## src/rtl/response_packetizer.sv

```systemverilog
`timescale 1ns/1ps
`default_nettype none
// ============================================================================
//  Module      : response_packetizer
//  Description : Turns one response descriptor (opcode, 32-bit word, byte
//                count) into a UART byte packet:
//                  opcode, RSVD_BYTE, 4+len, 8'h00, payload[len] LSB-first.
//  Ports       : clk_i, rst_i           clock / synchronous active-high reset
//                req_valid_i/req_ready_o descriptor handshake
//                req_opcode_i/req_data_i/req_len_i descriptor fields
//                tx_data_o/tx_valid_o/tx_ready_i byte stream to uart_tx
//                busy_o                  packet in flight
//                pkt_count_o             packets completed since reset
//  Revision    : 1.0  initial release
// ============================================================================
module response_packetizer #(
    parameter logic [7:0] RSVD_BYTE = 8'h00
) (
    input  logic        clk_i,
    input  logic        rst_i,
    input  logic        req_valid_i,
    output logic        req_ready_o,
    input  logic [7:0]  req_opcode_i,
    input  logic [31:0] req_data_i,
    input  logic [2:0]  req_len_i,
    output logic [7:0]  tx_data_o,
    output logic        tx_valid_o,
    input  logic        tx_ready_i,
    output logic        busy_o,
    output logic [15:0] pkt_count_o
);

    localparam logic [1:0] c_ST_IDLE = 2'd0;
    localparam logic [1:0] c_ST_HDR  = 2'd1;
    localparam logic [1:0] c_ST_PAY  = 2'd2;

    logic [1:0]  r_state;
    logic [7:0]  r_opcode;
    logic [31:0] r_data;
    logic [2:0]  r_len;
    logic [2:0]  r_idx;       // index of the byte currently presented
    logic [7:0]  r_tx_data;
    logic        r_tx_valid;
    logic [15:0] r_pkt_count;

    logic [1:0]  w_state_nxt;
    logic [2:0]  w_idx_nxt;
    logic [7:0]  w_tx_data_nxt;
    logic        w_tx_valid_nxt;
    logic        w_cnt_inc;
    logic        w_accept;
    logic        w_hs;
    logic [2:0]  w_idx_inc;
    logic [2:0]  w_len_clamp;
    logic [7:0]  w_hdr_next;
    logic [7:0]  w_pay_next;

    assign w_hs        = r_tx_valid & tx_ready_i;
    assign w_idx_inc   = r_idx + 3'd1;
    assign w_len_clamp = (req_len_i > 3'd4) ? 3'd4 : req_len_i;
    assign w_pay_next  = r_data[{w_idx_inc[1:0], 3'b000} +: 8];

    // Header byte that follows the one currently on the bus (idx 1..3).
    always_comb begin
        w_hdr_next = 8'h00;
        case (w_idx_inc)
            3'd1:    w_hdr_next = RSVD_BYTE;
            3'd2:    w_hdr_next = 8'd4 + {5'd0, r_len};
            default: w_hdr_next = 8'h00;
        endcase
    end

    // Next-state logic; the outgoing byte is computed one cycle ahead so that
    // tx_data_o/tx_valid_o come straight from flops with no bubbles.
    always_comb begin
        w_state_nxt    = r_state;
        w_idx_nxt      = r_idx;
        w_tx_data_nxt  = r_tx_data;
        w_tx_valid_nxt = r_tx_valid;
        w_cnt_inc      = 1'b0;
        w_accept       = 1'b0;
        case (r_state)
            c_ST_IDLE: begin
                w_tx_valid_nxt = 1'b0;
                w_tx_data_nxt  = 8'h00;
                if (req_valid_i) begin
                    w_accept       = 1'b1;
                    w_state_nxt    = c_ST_HDR;
                    w_idx_nxt      = 3'd0;
                    w_tx_valid_nxt = 1'b1;
                    w_tx_data_nxt  = req_opcode_i;
                end
            end
            c_ST_HDR: begin
                if (w_hs) begin
                    if (r_idx == 3'd3) begin
                        if (r_len == 3'd0) begin
                            w_state_nxt    = c_ST_IDLE;
                            w_tx_valid_nxt = 1'b0;
                            w_tx_data_nxt  = 8'h00;
                            w_cnt_inc      = 1'b1;
                        end else begin
                            w_state_nxt   = c_ST_PAY;
                            w_idx_nxt     = 3'd0;
                            w_tx_data_nxt = r_data[7:0];
                        end
                    end else begin
                        w_idx_nxt     = w_idx_inc;
                        w_tx_data_nxt = w_hdr_next;
                    end
                end
            end
            c_ST_PAY: begin
                if (w_hs) begin
                    if (r_idx == (r_len - 3'd1)) begin
                        w_state_nxt    = c_ST_IDLE;
                        w_tx_valid_nxt = 1'b0;
                        w_tx_data_nxt  = 8'h00;
                        w_cnt_inc      = 1'b1;
                    end else begin
                        w_idx_nxt     = w_idx_inc;
                        w_tx_data_nxt = w_pay_next;
                    end
                end
            end
            default: begin
                w_state_nxt    = c_ST_IDLE;
                w_tx_valid_nxt = 1'b0;
                w_tx_data_nxt  = 8'h00;
            end
        endcase
    end

    always_ff @(posedge clk_i) begin
        if (rst_i) begin
            r_state     <= c_ST_IDLE;
            r_opcode    <= 8'h00;
            r_data      <= 32'h0;
            r_len       <= 3'd0;
            r_idx       <= 3'd0;
            r_tx_data   <= 8'h00;
            r_tx_valid  <= 1'b0;
            r_pkt_count <= 16'h0000;
        end else begin
            r_state     <= w_state_nxt;
            r_idx       <= w_idx_nxt;
            r_tx_data   <= w_tx_data_nxt;
            r_tx_valid  <= w_tx_valid_nxt;
            r_pkt_count <= r_pkt_count + {15'd0, w_cnt_inc};
            if (w_accept) begin
                r_opcode <= req_opcode_i;
                r_data   <= req_data_i;
                r_len    <= w_len_clamp;
            end
        end
    end

    // r_opcode is kept for visibility/debug; byte 0 is loaded directly at accept.
    logic w_unused;
    assign w_unused = ^r_opcode;

    assign req_ready_o = (r_state == c_ST_IDLE) & ~rst_i;
    assign busy_o      = (r_state != c_ST_IDLE);
    assign tx_data_o   = r_tx_data;
    assign tx_valid_o  = r_tx_valid;
    assign pkt_count_o = r_pkt_count;

endmodule
`default_nettype wire

```

## config.mk

```make
export PLATFORM = sky130hd
export DESIGN_NAME = response_packetizer
export DESIGN_NICKNAME = d
export VERILOG_FILES = /design/src/rtl/response_packetizer.sv
export SDC_FILE = /design/constraint.sdc
export NUM_CORES = 1
export LEC_CHECK = 0
export CORE_MARGIN = 5
export CORE_UTILIZATION = 51
export CTS_CLUSTER_DIAMETER = 60
export DETAILED_ROUTE_END_ITERATION = 10
export GPL_ROUTABILITY_DRIVEN = 0
export PLACE_DENSITY = 0.8
export SYNTH_ARGS = -nofsm -noshare
export SYNTH_HDL_FRONTEND = slang
export SYNTH_SLANG_ARGS = --single-unit
```

## constraint.sdc

```tcl
create_clock -name clk_i -period 4.15 [get_ports clk_i]
set_clock_uncertainty 0.1 [all_clocks]
set_input_delay 1.245 -clock clk_i [delete_from_list [all_inputs] [get_ports clk_i]]
set_output_delay 1.245 -clock clk_i [all_outputs]
set_load 0.1 [all_outputs]
```

==> results of run 1 <==
-- power by group through the flow --
stage               sequential [uW]  combinational (uW)  clock [uW]
global placement                714                 415           0
CTS                             703                 424         512
floorplan                       775                 229           0
detailed placement              716                 421           0
finish                          704                 427         502
global route                    708                 455         543
-- cell type report --
type                       count  area [um^2]  area share
timing repair buffer          77        753.2      0.1863
multi-input combinational    270         1675      0.4144
clock buffer                  12        135.1     0.03343
clock inverter                 3        42.54     0.01052
sequential                    65         1301      0.3219
inverter                      11        41.29     0.01021
tap                           75        93.84     0.02321
-- path summary, 6_finish.rpt --
kind,endpoint,cells after the start
hold reg to reg,r_data[23]$_SDFFE_PP0P_,2
hold / removal,r_data[23]$_SDFFE_PP0P_,2
setup reg to reg,pkt_count_o[14]$_SDFF_PP0_,9
setup / recovery,pkt_count_o[7],1
-- state kept, by name, indices dropped and copies added (netlist names) --
register	count
r_state	2
r_len	3
r_idx	3
tx_data_o	8
tx_valid_o	1
r_data	32
pkt_count_o	16
-- cells in the mapped netlist, drive strengths merged, types with 6 or more instances --
cell type | instances | area, um^2
a21oi | 50 | 250.2
a222oi | 8 | 80.08
clkbuf | 15 | 56.30
dfxtp | 65 | 1301
ha | 12 | 150.1
inv | 11 | 41.29
mux4 | 8 | 180.2
nand2 | 90 | 337.8
nand3 | 6 | 35.03
nand4 | 9 | 56.30
nor2 | 15 | 56.30
o21ai | 16 | 83.83
xor2 | 7 | 61.31
-- per-layer routing --
| layer | wire, um | track usage | vias to the layer above |
|---|---|---|---|
| met1 | 3592 | 0.2783 | 1372 |
| li1 | - | - | 1423 |
| met2 | 3816 | 0.3500 | 108 |
| met5 | 0 | 0 | - |
| met4 | 128 | 0.08926 | 0 |
| met3 | 689 | 0.06491 | 12 |
-- kinds of logic after synthesis --
kind of cell	Yosys count	share of synthesized area
AO/OA/AOI/OAI	84	0.1614
XOR/XNOR	12	0.03874
adder cells (fa/ha/maj)	12	0.04842
buffers and inverters	31	0.04076
flip-flops	65	0.4197
multiplexers	9	0.06174
AND/OR/NAND/NOR	153	0.2292
-- worst register-to-register path: stages, from the launching register on --
cell     delay, ns
dfxtp_1       0.73
xor2_1        0.37
a31oi_4       0.27
nor3_1        0.32
ha_1          0.22
ha_1          0.20
nand2_1       0.13
nor4_1        0.43
a31o_2        0.23
a21oi_1       0.05
-- through the flow --
step / power (uW) / std cells / hold slack [ns]
global route: 1706 / 513 / 0.3731
detailed placement: 1138 / 498 / 0.3454
CTS: 1639 / 513 / 0.3545
finish: 1632 / 513 / 0.3542
global placement: 1129 / 498 / 0.3389
floorplan: 1005 / 366 / 0.3331
==> impl_results.md, run 1 <==
* Fin util at 0.6828
* Hold Crit Class: reg2reg
* Crit. End Element: primary output
* Fin area at a little over 4000 um^2
* Hold_buf cts at 0
* CP max stage cell: clkdlybuf4s50_1
* H-tree lvl count at 3
* Vias at just under 3000
* Leak at 0.001463 uW
* I/O Pins at 74
* Max-cap violations at 0
* RSZ-0062 raised after global routing: false
* Worst endpoint data arrival time at 1.94 ns
* Reg clk slew, reported paths at 0.07 ns
* Synth unique cells at 41
* Worst setup path class: reg2out
* Post-synthesis register bit count at 65
* Flop pwr share at 0.431
* Worst VDD drop at around 300 uV
* Nets at 493
* Clk Latency, worst-skew pair at 0.34 ns
* Post-placement worst setup slack at 0.5587 ns
* Sequential area share after synthesis at 0.4197
* Initial DRC count at 246
* Worst-Margin Slew at 1.007 ns
* Power Internal at approximately 1100 uW
* Crit-path leading delay family: buffers and inverters
* Final hold vios at 0
* Total Wirelength at 8.225 mm
* CTS tree: built
* Number of global-route vias before repair at 2838
* Largest net degree at the start of global routing at 61
* CTS root buf: clkbuf_8
* Hpwl dp at 5.714 mm
* DRC at 0
* Chip width at 87.97 um
* Power share of the combinational group at 0.262
* WL/cell at 16.03 um
* Worst setup SP type: flip-flop
* Die Y at 87.97 um
* All-Layer GR Usage at 0.2195
* Pre-antenna DRT Iters at 6
* Initial Utilization at 0.5237
* CTS max path bufs at 2
* Async SR Flop Fraction at 0
* Post-synthesis cell count at 366
* Layout cells sized above 1 at 0.09132
* Total gr overflow at 0
* Rel. slew slack at 0.3288
* Setup WS post-layout at 0.8697 ns
* Critical path peak fanout at 6
* Num rows at 28
* Synth Warn # at 0
* Port Buffers at 73
* Remaining antenna violation count at 0
* DR vias/cell at approximately 5.7
* Min-delay src: r_data[23]$_SDFFE_PP0P_
* DP Area at 3865 um^2
* Fmax at 304.8 MHz
* # diodes at 0
* Critical path origin: pkt_count_o[7]$_SDFF_PP0_
* Worst r2r src: r_idx[0]$_SDFFE_PP0P_
* Area of the mapped netlist at 3100 um^2
* Clk sinks at 65
* Period minus WS final at 3.280 ns
* Area growth, synth to finish at 30.39%
* Status: completed
* Synth Net Count at roughly 430
* Post-synth top flop: dfxtp_1
* Synth Area per Inst at 8.471 um^2
* Commonest non-fill, non-tap cell in the layout: nand2_1
* CTS resizes at 0
* Sw frac at 0.3278
* First-pass GRT wire length at 13.21 mm
* Endpoints failing setup at 0
* Core area at 5921 um^2
* Crit path buf inv count at 1
* EDFF count, synth at 0
* Setup bufs post-CTS at 0
* Crit share post-route at 0.7904
* Worst Path Required at 2.80 ns
* CTS Buf Count at 9
* NetSw at 535.0 uW
* Final max-slew violation count at 0
* Reg2Reg Setup Slack at roughly 0.96 ns
* CP peak stage delay at 1.17 ns
* Fin Setup TNS at 0 ns
* Fill cell instance count of the final layout at 501
* Critical-path cell list: clkdlybuf4s50_1
* Clock power share at 0.307
* P per Cell Area at 403.7 nW/um^2
* Most frequent cells in the layout: nand2_1 (90), clkdlybuf4s50_1 (66), dfxtp_1 (65)
* Die ar. at slightly below 8000 um^2
* Initial antenna violation count at 0
Note: power is estimated with default switching activity, not from simulation.
==> run 2, diff against run 1 <==
--- a/config.mk
+++ b/config.mk
@@ -6,11 +6,11 @@
 export NUM_CORES = 1
 export LEC_CHECK = 0
 export CORE_MARGIN = 5
-export CORE_UTILIZATION = 51
+export CORE_UTILIZATION = 50
 export CTS_CLUSTER_DIAMETER = 60
 export DETAILED_ROUTE_END_ITERATION = 10
 export GPL_ROUTABILITY_DRIVEN = 0
-export PLACE_DENSITY = 0.8
+export PLACE_DENSITY = 0.78
 export SYNTH_ARGS = -nofsm -noshare
 export SYNTH_HDL_FRONTEND = slang
 export SYNTH_SLANG_ARGS = --single-unit
==> constraint.sdc (replaced) <==
create_clock -name clk_i -period 3.1 [get_ports clk_i]
set_clock_uncertainty 0.1 [all_clocks]
set_input_delay 0.93 -clock clk_i [delete_from_list [all_inputs] [get_ports clk_i]]
set_output_delay 0.93 -clock clk_i [all_outputs]
set_load 0.1 [all_outputs]
==> impl_results.md, run 2 (same netlist as run 1, synthesis figures left out) <==
* Status: completed
* Leak at 0.001557 uW (+6.4%)
* RSZ-0062 raised after global routing: false
* Endpoints failing setup at 0 (unchanged)
* Clk sinks at 65 (unchanged)
* Critical path's most frequent cell: ha_1
* Crit. End Element: flip-flop
* Vias at 2911 (-0.14%)
* CP max stage cell: or4_1
* All-Layer GR Usage at 0.2197 (about the same)
* Most flops, register: r_data
* DR vias/cell at 5.555 (-2.2%)
* CTS resizes at 0 (unchanged)
* Hpwl dp at 5.948 mm (+4.1%)
* Non-filler instance count after layout at 524 (+2.1%)
* Port Buffers at 73 (unchanged)
* Nets at 503 (+2.0%)
* Rel. slew slack at 0.4630 (+0.1343)
* CTS Buf Count at 9 (unchanged)
* Core area at 5991 um^2 (+1.2%)
* Max FFs per register at 32 (unchanged)
* Total Wirelength at 8.273 mm (+0.58%)
* Crit share post-route at 0.9217
* Setup WS post-layout at 0.2429 ns (-0.6268 ns)
* Post-placement worst setup slack at -0.001458 ns (-0.5601 ns)
* Most frequent cells in the layout: nand2_1 (90), dfxtp_1 (65), a21oi_1 (50)
* I/O Pins at 74 (unchanged)
* Number of global-route vias before repair at 2747 (-3.2%)
* Commonest non-fill, non-tap cell in the layout: nand2_1
* Sw frac at 0.3317 (+0.003889)
* Flop pwr share at 0.435 (+0.004)
* WL/cell at 15.79 um (-1.5%)
* Power Internal at 1446 uW (+32%)
* Largest net degree at the start of global routing at 61 (unchanged)
* Placed Cells at 508 (+2.0%)
* H-tree lvl count at 3 (unchanged)
* Worst Path Required at 3.26 ns (+0.46 ns)
* NetSw at 717.7 uW (+34%)
* Num rows at 28 (unchanged)
* Clk Latency, worst-skew pair at 0.33 ns (about the same)
* CTS tree: built
* Final hold vios at 0 (unchanged)
* Fmax at 350.0 MHz
* Period minus WS final at around 2.9 ns
* DRC at 0 (unchanged)
* Worst-Margin Slew at 0.8054 ns (-0.2014 ns)
* Hold Crit Class: reg2reg
* Clock power share at 0.296 (-0.011)
* CP peak stage delay at 0.52 ns (-0.65 ns)
* Die ar. at 7876 um^2 (+1.8%)
* # diodes at 0 (unchanged)
* Initial Utilization at 0.5175 (-0.006125)
* Max-cap violations at 0 (unchanged)
* Fin util at 0.6790 (-0.003809)
* Area growth, synth to finish at 31.19%
* Initial DRC count at 235 (-4.5%)
* Hold_buf cts at 0 (unchanged)
* Final max-slew violation count at 0 (unchanged)
* Fill cell instance count of the final layout at 484 (-3.4%)
* Worst setup SP type: flip-flop
* Total gr overflow at 0 (unchanged)
* Critical-path cell list: inv_1 -> ha_1 -> xor2_1 -> a31oi_4 -> nor3_1 -> ha_1 -> and2_1 -> nand3_2 -> or4_1 -> a21oi_1
* CTS root buf: clkbuf_8
* Initial antenna violation count at 0 (unchanged)
* CTS max path bufs at 2 (unchanged)
* Setup bufs post-CTS at 0 (unchanged)
* Worst setup path class: reg2reg
* P per Cell Area at 532.0 nW/um^2 (+32%)
* First-pass GRT wire length at 13.19 mm (-0.16%)
* Pre-antenna DRT Iters at 5 (-1)
* Worst VDD drop at 312.8 uV (+4.9%)
* Die Y at 88.75 um (+0.88%)
* Reg2Reg Setup Slack at 0.24 ns (-0.72 ns)
* Remaining antenna violation count at 0 (unchanged)
* Layout cells sized above 1 at 0.1604 (+0.06903)
* Chip width at 88.75 um (+0.88%)
* Reg clk slew, reported paths at 0.07 ns (about the same)
* Worst endpoint data arrival time at 3.02 ns (+1.08 ns)
* Critical path peak fanout at 6 (unchanged)
* Power share of the combinational group at 0.270 (+0.008)
* Fin Setup TNS at 0 ns (unchanged)
[run 2: power groups by stage]
stage	Sequential, uW	Clock (uW)	Combinational, uW
after floorplan	1040	0	310
after global placement	955	0	573
after detailed placement	958	0	581
after CTS	939	651	583
after global routing	947	684	633
final	941	640	584
[run 2: cell type report]
cell class / count / area [um^2] / share of cell area
multi-input cells: 270 / 1680 / 0.4131
clock buffers: 14 / 162.7 / 0.03999
repair buffers: 87 / 775.7 / 0.1907
clock inverters: 2 / 12.51 / 0.003076
well taps: 75 / 93.84 / 0.02307
inverters: 11 / 41.29 / 0.01015
flip-flops and latches: 65 / 1301 / 0.3199
[run 2: metrics by stage]
stage / instance area [um^2] / power [uW] / hold slack, ns
finish: 4068 / 2164 / 0.3516
global route: 4068 / 2264 / 0.3724
CTS: 4068 / 2174 / 0.3564
detailed placement: 3892 / 1539 / 0.3474
global placement: 3892 / 1528 / 0.3390
floorplan: 3108 / 1347 / 0.3331
[run 2: worst paths after layout]
path | to | cells after the start | start
max | pkt_count_o[15]$_SDFF_PP0_ | 10 | r_len[1]$_SDFFE_PP0P_
min | r_data[28]$_SDFFE_PP0P_ | 2 | r_data[28]$_SDFFE_PP0P_
max reg2reg | pkt_count_o[15]$_SDFF_PP0_ | 10 | r_len[1]$_SDFFE_PP0P_
min reg2reg | r_data[28]$_SDFFE_PP0P_ | 2 | r_data[28]$_SDFFE_PP0P_
[run 2: critical path: cells and delay by family, from the launching register on]
family	cells	cell delay [ns]
XOR/XNOR	1	0.31
flip-flops	1	0.42
AO/OA/AOI/OAI	2	0.26
AND/OR/NAND/NOR	4	1.08
buffers and inverters	1	0.09
adder cells (fa/ha/maj)	2	0.52
[run 2: routing by layer]
metal	track usage	up-vias	routed length, um
met5	0	-	0
met4	0.09615	0	136
met3	0.04469	10	685
met2	0.3367	120	3801
met1	0.2996	1339	3651
li1	-	1442	-
